--- config.mk ---
export PLATFORM = sky130hd
export DESIGN_NAME = stream_relay
export DESIGN_NICKNAME = d
export VERILOG_FILES = /design/src/rtl/stream_relay_pkg.sv /design/src/rtl/stream_relay_fifo.sv /design/src/rtl/stream_relay.sv
export SDC_FILE = /design/constraint.sdc
export NUM_CORES = 1
export LEC_CHECK = 0
export CAP_MARGIN = 20
export CORE_MARGIN = 1
export CORE_UTILIZATION = 46
export CTS_BUF_LIST = sky130_fd_sc_hd__clkbuf_4 sky130_fd_sc_hd__clkbuf_8 sky130_fd_sc_hd__clkbuf_16
export DETAILED_ROUTE_END_ITERATION = 7
export GPL_TIMING_DRIVEN = 0
export HOLD_SLACK_MARGIN = 0.02
export PLACE_DENSITY = 0.71
export SYNTH_ARGS = -nofsm -noshare
export SYNTH_HDL_FRONTEND = slang
export SYNTH_SLANG_ARGS = --single-unit
--- constraint.sdc ---
create_clock -name CLK -period 2.9 [get_ports CLK]
set_input_delay 0.435 -clock CLK [delete_from_list [all_inputs] [get_ports CLK]]
set_output_delay 0.435 -clock CLK [all_outputs]
set_load 0.01 [all_outputs]
--- src/rtl/stream_relay_pkg.sv ---
// Shared types and constants for the stream_relay token actor.
package stream_relay_pkg;

   localparam int                 COUNT_W     = 16;
   localparam logic [COUNT_W-1:0] TOKEN_COUNT = 16'h1;

   typedef enum logic [1:0] {
      RST,
      KICK1,
      KICK2,
      RUN
   } state_t;

   function automatic bit is_pow2(input int n);
      return (n > 0) && ((n & (n - 1)) == 0);
   endfunction

endpackage

--- src/rtl/stream_relay_fifo.sv ---
// Small circular token buffer; head entry is shown on dout, last popped value is held while empty.
module stream_relay_fifo
   import stream_relay_pkg::*;
#(
   parameter int DATA_W = 16,
   parameter int DEPTH  = 4
) (
   input  logic              CLK,
   input  logic              RESET,
   input  logic              push,
   input  logic              pop,
   input  logic [DATA_W-1:0] din,
   output logic [DATA_W-1:0] dout,
   output logic              full,
   output logic              empty
);

   localparam int AW = $clog2(DEPTH);
   localparam int CW = AW + 1;

   if (!is_pow2(DEPTH) || DEPTH < 2) begin : g_bad_depth
      $error("stream_relay_fifo: DEPTH must be a power of two and at least 2");
   end

   logic [DATA_W-1:0] r_mem [DEPTH];
   logic [AW-1:0]     r_wr_ptr;
   logic [AW-1:0]     r_rd_ptr;
   logic [CW-1:0]     r_count;
   logic [DATA_W-1:0] r_last;
   logic              w_push;
   logic              w_pop;

   assign full   = (r_count == CW'(DEPTH));
   assign empty  = (r_count == '0);
   assign w_push = push & ~full;
   assign w_pop  = pop & ~empty;

   // NOTE: storage has no reset; an entry is only ever read after it has been written.
   always_ff @(posedge CLK) begin
      if (w_push) r_mem[r_wr_ptr] <= din;
   end

   // NOTE: sequential state uses non-blocking assignments so every register samples pre-edge values.
   always_ff @(posedge CLK or posedge RESET) begin
      if (RESET) begin
         r_wr_ptr <= '0;
         r_rd_ptr <= '0;
         r_count  <= '0;
         r_last   <= '0;
      end else begin
         if (w_push) r_wr_ptr <= r_wr_ptr + 1'b1;
         if (w_pop) begin
            r_rd_ptr <= r_rd_ptr + 1'b1;
            r_last   <= r_mem[r_rd_ptr];
         end
         case ({w_push, w_pop})
            2'b10:   r_count <= r_count + 1'b1;
            2'b01:   r_count <= r_count - 1'b1;
            default: r_count <= r_count;
         endcase
      end
   end

   assign dout = empty ? r_last : r_mem[r_rd_ptr];

endmodule

--- src/rtl/stream_relay.sv ---
// Decimating, buffered SEND/ACK/RDY/COUNT token relay.
// Optional feature: define STREAM_RELAY_STATS_EN to add stat_in/stat_out/stat_drop counters.
module stream_relay
   import stream_relay_pkg::*;
#(
   parameter int DATA_W = 16,
   parameter int DEPTH  = 4,
   parameter int DECIM  = 1
) (
   input  logic               CLK,
   input  logic               RESET,
   input  logic [DATA_W-1:0]  In_DATA,
   input  logic               In_SEND,
   input  logic [COUNT_W-1:0] In_COUNT,
   output logic               In_ACK,
   output logic [DATA_W-1:0]  Out_DATA,
   output logic               Out_SEND,
   input  logic               Out_RDY,
   input  logic               Out_ACK,
   output logic [COUNT_W-1:0] Out_COUNT
`ifdef STREAM_RELAY_STATS_EN
   ,
   output logic [31:0]        stat_in,
   output logic [31:0]        stat_out,
   output logic [31:0]        stat_drop
`endif
);

   localparam logic [7:0] PH_LAST = 8'(DECIM - 1);

   if (DECIM < 1 || DECIM > 255) begin : g_bad_decim
      $error("stream_relay: DECIM must be in 1..255");
   end

   state_t     r_state;
   logic       r_run;
   logic [7:0] r_ph;
   logic       w_full;
   logic       w_empty;
   logic       w_keep;
   logic       w_in_ack;
   logic       w_push;
   logic       w_out_send;
   logic       w_unused;

   // Start-up sequencer: two idle cycles after reset before tokens may flow.
   always_ff @(posedge CLK or posedge RESET) begin
      if (RESET) begin
         r_state <= RST;
         r_run   <= 1'b0;
      end else begin
         case (r_state)
            RST:     r_state <= KICK1;
            KICK1:   r_state <= KICK2;
            KICK2: begin
               r_state <= RUN;
               r_run   <= 1'b1;
            end
            default: r_state <= RUN;
         endcase
      end
   end

   // Only phase-0 tokens need space; the rest are dropped and acked regardless of fill.
   assign w_keep     = (r_ph == 8'd0);
   assign w_in_ack   = r_run & In_SEND & (~w_keep | ~w_full);
   assign w_push     = w_in_ack & w_keep;
   assign w_out_send = r_run & ~w_empty & Out_RDY;

   always_ff @(posedge CLK or posedge RESET) begin
      if (RESET) begin
         r_ph <= 8'd0;
      end else if (w_in_ack) begin
         r_ph <= (r_ph == PH_LAST) ? 8'd0 : r_ph + 8'd1;
      end
   end

   stream_relay_fifo #(
      .DATA_W (DATA_W),
      .DEPTH  (DEPTH)
   ) u_fifo (
      .CLK   (CLK),
      .RESET (RESET),
      .push  (w_push),
      .pop   (w_out_send),
      .din   (In_DATA),
      .dout  (Out_DATA),
      .full  (w_full),
      .empty (w_empty)
   );

   assign In_ACK    = w_in_ack;
   assign Out_SEND  = w_out_send;
   assign Out_COUNT = TOKEN_COUNT;
   assign w_unused  = ^{In_COUNT, Out_ACK};

`ifdef STREAM_RELAY_STATS_EN
   logic [31:0] r_stat_in;
   logic [31:0] r_stat_out;
   logic [31:0] r_stat_drop;

   always_ff @(posedge CLK or posedge RESET) begin
      if (RESET) begin
         r_stat_in   <= '0;
         r_stat_out  <= '0;
         r_stat_drop <= '0;
      end else begin
         if (w_in_ack)            r_stat_in   <= r_stat_in + 32'd1;
         if (w_out_send)          r_stat_out  <= r_stat_out + 32'd1;
         if (w_in_ack && !w_keep) r_stat_drop <= r_stat_drop + 32'd1;
      end
   end

   assign stat_in   = r_stat_in;
   assign stat_out  = r_stat_out;
   assign stat_drop = r_stat_drop;
`endif

endmodule

# Word-level counts from Yosys, hierarchy flattened
# Memories as Yosys holds them, arrays and structs flattened.
# Index checks and enable logic that the tools add are counted.
# Widths: inputs -> output; s select.
dict set report totals {
  ff_bits 34
  ramBits 64
  in_bits 37
  output_inout_bits 34
  wordCells 39
  mem_count 1
}
# memory depth width read_ports rd_ports_with_merged_regs write_ports line_no
set memory_table {}
lappend memory_table {u_fifo.r_mem 4 16 1 0 1 stream_relay_fifo.sv:25} ;# logic [DATA_W-1:0] r_mem [DEPTH];
dict set report op_classes {
  addsub 5
  eq_ne 5
  muxes 6
  bitwise_logic 11
  n_reduce_logical 4
}
# op n
set op_table {}
lappend op_table {{$mux 16} 1}
lappend op_table {{$add 8x1->8 const B} 1}
lappend op_table {{$logic_not 8->1} 1}
lappend op_table {{$mux 8} 1}
lappend op_table {{$and 1x1->1} 7}
lappend op_table {{$pmux 3 s2} 1}
lappend op_table {{$add 2x1->2 const B} 2}
lappend op_table {{$eq 2x1->1 const B} 2}
lappend op_table {{$eq 2x2->1 const B} 2}
lappend op_table {{$pmux 2 s2} 1}
lappend op_table {{$add 3x1->3 const B} 1}
lappend op_table {{$eq 3x3->1 const B} 1}
lappend op_table {{$logic_not 3->1} 1}
lappend op_table {{$not 1->1} 3}
lappend op_table {{$sub 3x1->3 const B} 1}
lappend op_table {{$logic_not 2->1} 1}
lappend op_table {{$mux 1} 2}
lappend op_table {{$reduce_bool 2->1} 1}
lappend op_table {{$or 1x1->1} 1}

# Depth between registers and ports, before layout
# Gate-level depths: netlist (run 1).
dict set report depth {
  depth_word 8
  ltp_mapped 12
  depth_no_buf 11
}

# By module
# Synthesis (run 1) repeated with hierarchy kept, for this count alone.
dict set report hier_totals {
  hier_cells 241
  hier_area_um2 4236.6
}
# module n_inst cells_each area_each_um2 seq_area_each_um2
set modules_own_cells {}
lappend modules_own_cells {stream_relay_fifo 1 173 3563.4 2497.4}
lappend modules_own_cells {stream_relay 1 68 673.1 275.3}

# Worst setup path after synthesis (run 1)
# No wires, ideal clock.
dict set report synth_timing {
  kind {reg-to-reg}
  start {reg r_ph[0]}
  end {reg u_fifo.r_count[2]}
  t_arrival_ps 2098
  t_required_ps 2821
  path_slack_ps 723
  path_stages_with_launch 13
  synth_period_minus_slack_ps 2177
  path_cell_list {dfrtp_1 inv_1 ha_1 nor4b_2 and4b_1 buf_2 inv_1 ha_1 inv_1 fa_1 xor2_1 nor2_1 xor2_1}
}
dict set report synth_between {
  elab_chain_cells 8
}
# element line_no
set synth_rtl {}
lappend synth_rtl {{from (decl)} stream_relay.sv:37} ;# logic [7:0] r_ph;
lappend synth_rtl {{from (signal assigned)} stream_relay.sv:74} ;# r_ph <= (r_ph == PH_LAST) ? 8'd0 : r_ph + 8'd1;
lappend synth_rtl {{$logic_not 8->1 (*)} stream_relay.sv:65} ;# assign w_keep = (r_ph == 8'd0);
lappend synth_rtl {{$not 1->1} stream_relay.sv:66} ;# assign w_in_ack = r_run & In_SEND & (~w_keep | ~w_full);
lappend synth_rtl {{$or 1x1->1} stream_relay.sv:66}
lappend synth_rtl {{$and 1x1->1} stream_relay.sv:66}
lappend synth_rtl {{$and 1x1->1 (*)} stream_relay.sv:67} ;# assign w_push = w_in_ack & w_keep;
lappend synth_rtl {{$and 1x1->1 (*)} stream_relay_fifo.sv:35} ;# assign w_push = push & ~full;
lappend synth_rtl {{$eq 2x1->1 / $eq 2x2->1 (equally long branches)} stream_relay_fifo.sv:56} ;# case ({w_push, w_pop})
lappend synth_rtl {{$pmux 3 s2 / $reduce_bool 2->1 (equally long branches)} -}
lappend synth_rtl {{to (signal assigned)} stream_relay_fifo.sv:57} ;# 2'b10: r_count <= r_count + 1'b1;
lappend synth_rtl {{to (signal assigned)} stream_relay_fifo.sv:58} ;# 2'b01: r_count <= r_count - 1'b1;
lappend synth_rtl {{to (signal assigned)} stream_relay_fifo.sv:59} ;# default: r_count <= r_count;
lappend synth_rtl {{to (decl)} stream_relay_fifo.sv:28} ;# logic [CW-1:0] r_count;
# Every way passes the cells marked *; elsewhere a longest branch is shown, timed or not.
# A chain may end at the register's enable or synchronous reset.

# Worst setup path after layout (run 1)
dict set report layout_timing {
  start {reg u_fifo.r_rd_ptr[1]}
  end {out Out_DATA[13]}
}
dict set report layout_between {
  elab_chain_cells 2
}
# element line_no
set layout_rtl {}
lappend layout_rtl {{from (decl)} stream_relay_fifo.sv:27} ;# logic [AW-1:0] r_rd_ptr;
lappend layout_rtl {{from (signal assigned)} stream_relay_fifo.sv:53} ;# r_rd_ptr <= r_rd_ptr + 1'b1;
lappend layout_rtl {{$mem_v2 4x16} -}
lappend layout_rtl {{$mux 16} stream_relay_fifo.sv:64} ;# assign dout = empty ? r_last : r_mem[r_rd_ptr];
lappend layout_rtl {{to (decl)} stream_relay.sv:16} ;# output logic [DATA_W-1:0] Out_DATA,
# No other way between the ends.

==> impl_metrics.yaml, run 1 <==
clock_network:
  cts_tree: "yes"
  clock_latency_ns: 0.36
  path_clk_slew_ns: 0.10
  cts_hold_buf: 0
  cts_made_buffers: 9
  htreeDepth: 3
  clock-root-buffer: "clkbuf_8"
  numClockSinks: 98
  clockBufferDepth: 2
yosys:
  netlist_instances: 238
  synth.avg_cell_area_sq_um: 17.9
  ys_seq_elements: 98
  async_flop_share_pct: 34.7
  synth_edf_count: 64
  ys.warnings.count: 0
  synthFlopType: "edfxtp_1"
  ys_seq_area_share_pct: 65.0
  synth_area_sq_um: 4270
  ys_types: 37
finish:
  drive_above_1_share_pct: 29.0
  ff_latch_area_sq_um: 2770
  num-nets-final: 347
  final_util_pct: 56.9
  final_cell_mix: "edfxtp_1, clkdlybuf4s50_1, dfrtp_1, mux2_2, buf_4"
  multi_input_area_sq_um: 1300
  final_common_cell: "edfxtp_1"
  n_fill_cell: 688
  area_growth_pct: 18.0
  antennaDiodeCount: 0
pwr:
  power_density_nw_per_um2: 862
  swShare_pct: 30.0
  seqPwrFrac_pct: 43.0
  p_int_w: 0.00304
  irDropWorstVdd_v: 0.000365
  power_switching_w: 0.00130
  leakagePower_nw: 1.95
  p_comb_share_pct: 37.8
  pwr-share-clk_pct: 19.1
setup_path:
  crit_slowest_cell: "dfrtp_1"
  crit_type: "reg2out"
  critical-path-max-stage-delay_ns: 0.53
  crit_arrival_ns: 2.37
  path_cells: "buf_2 -> mux4_2 -> mux2_2 -> clkdlybuf4s50_1"
  critPathMaxFanout: 10
  crit_path_start_kind: "flip-flop"
  critPathRequiredTime_ns: 2.47
  reg2reg_depth: 6
  crit_path_end_kind: "output pin"
route:
  routed_wl_mm: 6.79
  dr.pass1.iters: 8
  routedWlPerCell_um: 16.4
  route.detailed.drc: 1
  vias_per_cell: 5.03
  vias: 2089
  postRouteAntennaNets: 0
  drt_iter0_markers: 65
timing:
  drv_slew: 0
  rsz0062_at_grt: "false"
  relSlewSlack_pct: 38.5
  fin_tns_setup_ns: 0
  fin_skew_ns: 0.00937
  fmax_mhz: 357
  period_minus_slack_ns: 2.80
  finalHoldViolCount: 0
  fin_crit_sh_pct: 96.7
  setup_violations: 0
  tightest_slew_ns: 0.923
run_status:
  outcome: "complete, but fails checks"
  violations: "design-rule violations"
grt:
  antenna_found_initial: 0
  grt_overflow: 0
  grt_pass1_vias: 2131
  grt_max_degree: 35
  grt_pass1_wl_mm: 10.8
  grtUsageTotal_pct: 15.1
floorplanning:
  die_y_um: 98.3
  die_x_um: 98.3
  die_area_sq_um: 9660
  initial_utilization_pct: 48.2
  ioPinCount: 71
  core_sq_um: 8850
  row_count: 34
run:
  maxCapViolations: 0
min_path:
  min_path_type: "reg2reg"
  whs_path_depth: 1
place:
  gp_congestion: 0.738
  dp_hpwl_mm: 4.30
  numPortBuffers: 37
[timing repair]
action / 4_1_cts / 5_1_grt
pin swaps: 0 / 1
gates resized for setup: 1 / 0
buffers inserted: 0 / 3
setup endpoints to repair: 10 / 10
[final cells by class]
class,count,area share (%)
flip-flops and latches,98,55.1
multi-input cells,118,25.7
repair buffers,40,7.80
plain buffers,24,4.20
well taps,108,2.68
clock buffers,9,2.46
clock inverters,7,1.22
inverters,11,0.820
[cell usage after synthesis, types with 2 or more instances]
cell	number	area, sq um
a21o_1	2	15.0
nor3_1	3	15.0
edfxtp_1	64	1920
ha_1	7	87.6
buf_12	2	40.0
buf_4	17	128
xnor2_1	6	52.6
conb_1	2	7.51
nand2_1	3	11.3
mux4_2	8	180
buf_2	2	10.0
nand3_1	2	10.0
mux4_1	8	210
nand4_1	3	18.8
mux2_4	8	120
buf_6	3	33.8
mux2_2	26	293
inv_1	11	41.3
xor2_1	5	43.8
dfrtp_1	34	851
nor2_1	2	7.51
and2_1	5	31.3
[registers in the layout, summed over array words and instances (netlist names)]
register	flops
u_fifo.r_mem	64
u_fifo.r_count	3
r_run	1
r_state	2
u_fifo.r_last	16
r_ph	8
u_fifo.r_rd_ptr	2
u_fifo.r_wr_ptr	2
[critical path, delay by kind of cell (launching register included)]
family | cells | cell delay, ns
buf+inv | 2 | 0.84
flops | 1 | 0.53
mux | 2 | 0.65
[stage by stage]
stage	setup WS (ns)	total power, W	hold WS, ns	cell area (sq um)	instances
2_1_floorplan	0.723	0.00296	0.427	4320	252
3_3_place_gp	0.206	0.00349	0.440	4820	397
3_5_place_dp	0.200	0.00353	0.446	4820	397
4_1_cts	0.000531	0.00437	0.463	5010	412
5_1_grt	0.000346	0.00457	0.492	5030	415
6_report	0.0956	0.00434	0.465	5030	415
[per-layer routing]
| metal | share of wire, % | vias up | track usage (%) |
|---|---|---|---|
| li1 | - | 994 | - |
| met1 | 46 | 1043 | 19.4 |
| met2 | 50 | 44 | 25.1 |
| met3 | 2.6 | 8 | 2.72 |
| met4 | 1.4 | 0 | 7.12 |
| met5 | 0 | - | 0 |
[cells by family (layout without fill, tap and decap cells)]
family / after synthesis / count (layout) / share of synthesized area [%]
compound gates: 8 / 8 / 1.50
xor+xnor: 11 / 11 / 2.26
fa+ha+maj: 8 / 8 / 2.52
buf+inv: 36 / 91 / 6.01
flops: 98 / 98 / 65.0
mux: 51 / 51 / 19.1
other cells: 2 / 16 / 0.176
simple gates: 24 / 24 / 3.49
[path summary, 6_finish.rpt]
check                              startpoint            endpoint  slack, ns
min in group asynchronous               RESET   u_fifo.r_last[10]       0.53
max                        u_fifo.r_rd_ptr[1]        Out_DATA[13]        0.1
min reg2reg                        r_state[0]          r_state[0]       0.46
min                                r_state[0]          r_state[0]       0.46
max reg2reg                           r_ph[0]  u_fifo.r_mem[1][0]       0.31
max in group asynchronous               RESET    u_fifo.r_last[5]       1.87
[power by group through the flow]
stage	logic [W]	clock network [W]	registers, W
after global placement	0.00163	0	0.00186
after CTS	0.00165	0.000854	0.00187
after detailed placement	0.00165	0	0.00188
after global routing	0.00177	0.000902	0.00189
final	0.00164	0.000831	0.00187
after floorplan	0.00113	0	0.00184
No activity file was read; power rests on OpenSTA's default activity.
==> run 2, diff against run 1 <==
--- a/config.mk
+++ b/config.mk
@@ -13,6 +13,7 @@
 export GPL_TIMING_DRIVEN = 0
 export HOLD_SLACK_MARGIN = 0.02
 export PLACE_DENSITY = 0.71
+export SLEW_MARGIN = 10
 export SYNTH_ARGS = -nofsm -noshare
 export SYNTH_HDL_FRONTEND = slang
 export SYNTH_SLANG_ARGS = --single-unit
==> results of run 2 <==
Same layout as run 1: the final DEF is identical, and so are final timing and power.
==> run 3, diff against run 2 <==
--- a/config.mk
+++ b/config.mk
@@ -13,6 +13,7 @@
 export GPL_TIMING_DRIVEN = 0
 export HOLD_SLACK_MARGIN = 0.02
 export PLACE_DENSITY = 0.71
+export SKIP_CTS_REPAIR_TIMING = 1
 export SLEW_MARGIN = 10
 export SYNTH_ARGS = -nofsm -noshare
 export SYNTH_HDL_FRONTEND = slang
==> run 3 against run 2 <==
Routed wire length about the same. Flip-flop and latch count unchanged. Final cell count unchanged. The run still ends with design-rule violations left. Total power about the same. Maximum frequency up 1.0%. Global-route usage about the same. Count of clock-buffer cells in the layout unchanged. Die area unchanged.
==> impl_metrics.yaml, run 3 (synthesis results as in run 1) <==
run_status:
  outcome: "complete, but fails checks"
  violations: "design-rule violations"
grt:
  grtUsageTotal_pct: 15.1
  grt_pass1_wl_mm: 10.8
  grt_overflow: 0
  antenna_found_initial: 0
  grt_pass1_vias: 2131
  grt_max_degree: 35
run:
  maxCapViolations: 0
setup_path:
  reg2reg_depth: 6
  critical-path-max-stage-delay_ns: 0.52
  crit_path_start_kind: "flip-flop"
  crit_slowest_cell: "mux4_2"
  crit_arrival_ns: 2.34
  crit_path_end_kind: "output pin"
  cpLargestDelayFamily: "buffers and inverters"
  crit_type: "reg2out"
  critPathMaxFanout: 10
  path_cells: "buf_6 -> buf_12 -> mux4_2 -> mux2_2 -> clkdlybuf4s50_1"
  reg2reg_slack_ns: 0.32
  timing.rr.start: "r_ph[0]"
  critPathBufInv: 3
  critPathRequiredTime_ns: 2.47
  r2r_end: "u_fifo.r_mem[1][0]"
timing:
  period_minus_slack_ns: 2.78
  fin_crit_sh_pct: 95.7
  fin_tns_setup_ns: 0
  relSlewSlack_pct: 38.5
  tightest_slew_ns: 0.922
  finalHoldViolCount: 0
  fmax_mhz: 360
  fin_skew_ns: 0.0106
  drv_slew: 0
  setup_violations: 0
  rsz0062_at_grt: "false"
  timing.final.ws_setup_ns: 0.124
  whs_ns: 0.465
floorplanning:
  core_sq_um: 8850
  die_y_um: 98.3
  ioPinCount: 71
  die_area_sq_um: 9660
  initial_utilization_pct: 48.2
  row_count: 34
  die_x_um: 98.3
pwr:
  power_density_nw_per_um2: 862
  irDropWorstVdd_v: 0.000364
  leakagePower_nw: 1.95
finish:
  largest_register_ffs: 64
  area_growth_pct: 18.1
  antennaDiodeCount: 0
  num-nets-final: 347
  drive_above_1_share_pct: 29.0
  final_common_cell: "edfxtp_1"
  n_fill_cell: 687
  registers.top_by_ff_count: "u_fifo.r_mem"
  largestRegisters: "u_fifo.r_mem (64), u_fifo.r_last (16), r_ph (8)"
  ff_latch_area_sq_um: 2770
  final_cell_mix: "edfxtp_1, clkdlybuf4s50_1, dfrtp_1, mux2_2, buf_4"
  multi_input_area_sq_um: 1300
route:
  wl_met2_mm: 3.38
  vias_per_cell: 5.04
  met1Wirelength_mm: 3.12
  met3_length_um: 202
  drt_iter0_markers: 56
  maxUsedRoutingLayer: "met4"
  routed_wl_mm: 6.79
  vias: 2091
  dr.pass1.iters: 8
  routedWlPerCell_um: 16.4
  route.detailed.drc: 1
  postRouteAntennaNets: 0
clock_network:
  cts_tree: "yes"
  clock-root-buffer: "clkbuf_8"
  clock_latency_ns: 0.36
  path_clk_slew_ns: 0.10
  htreeDepth: 3
  cts_made_buffers: 9
  numClockSinks: 98
  clockBufferDepth: 2
min_path:
  hold-path-endpoint: "r_state[0]"
  min_path_type: "reg2reg"
  hp-start: "r_state[0]"
  whs_path_depth: 1
place:
  dp_hpwl_mm: 4.30
  numPortBuffers: 37
  post-place-ws_ns: 0.200
  gp_congestion: 0.738
run 3: metal layers:
layer	vias up	track usage, %
li1	994	-
met1	1043	19.4
met2	46	25.1
met3	8	2.72
met4	0	7.12
met5	-	0
run 3: worst max path at each step:
stage	startpoint	endpoint	depth (start not counted)
finish	u_fifo.r_rd_ptr[0]	Out_DATA[13]	5
global route	u_fifo.r_rd_ptr[0]	Out_DATA[13]	5
CTS	u_fifo.r_count[0]	Out_DATA[13]	5
detailed placement	In_SEND	u_fifo.r_mem[0][3]	5
global placement	u_fifo.r_count[0]	Out_DATA[13]	5
floorplan	r_ph[0]	u_fifo.r_count[2]	12
run 3: metrics by stage:
stage | cell area (sq um) | total power, W | cells | utilization (%)
6_report | 5040 | 0.00434 | 415 | 56.9
3_5_place_dp | 4820 | 0.00353 | 397 | 54.5
3_3_place_gp | 4820 | 0.00349 | 397 | 54.5
5_1_grt | 5040 | 0.00457 | 415 | 56.9
4_1_cts | 5010 | 0.00437 | 413 | 56.6
2_1_floorplan | 4320 | 0.00296 | 252 | -
run 3: power by group:
part / switching [W] / internal, W
combinational: 0.000635 / 0.00101
clock: 0.000499 / 0.000331
sequential: 0.000168 / 0.00170
run 3: cell type report:
class	count	area share, %
Buffer	24	4.25
Timing Repair Buffer	40	7.80
Clock buffer	9	2.46
Sequential cell	98	55.0
Multi-Input combinational cell	118	25.7
Tap cell	108	2.68
Clock inverter	7	1.22
Inverter	11	0.820
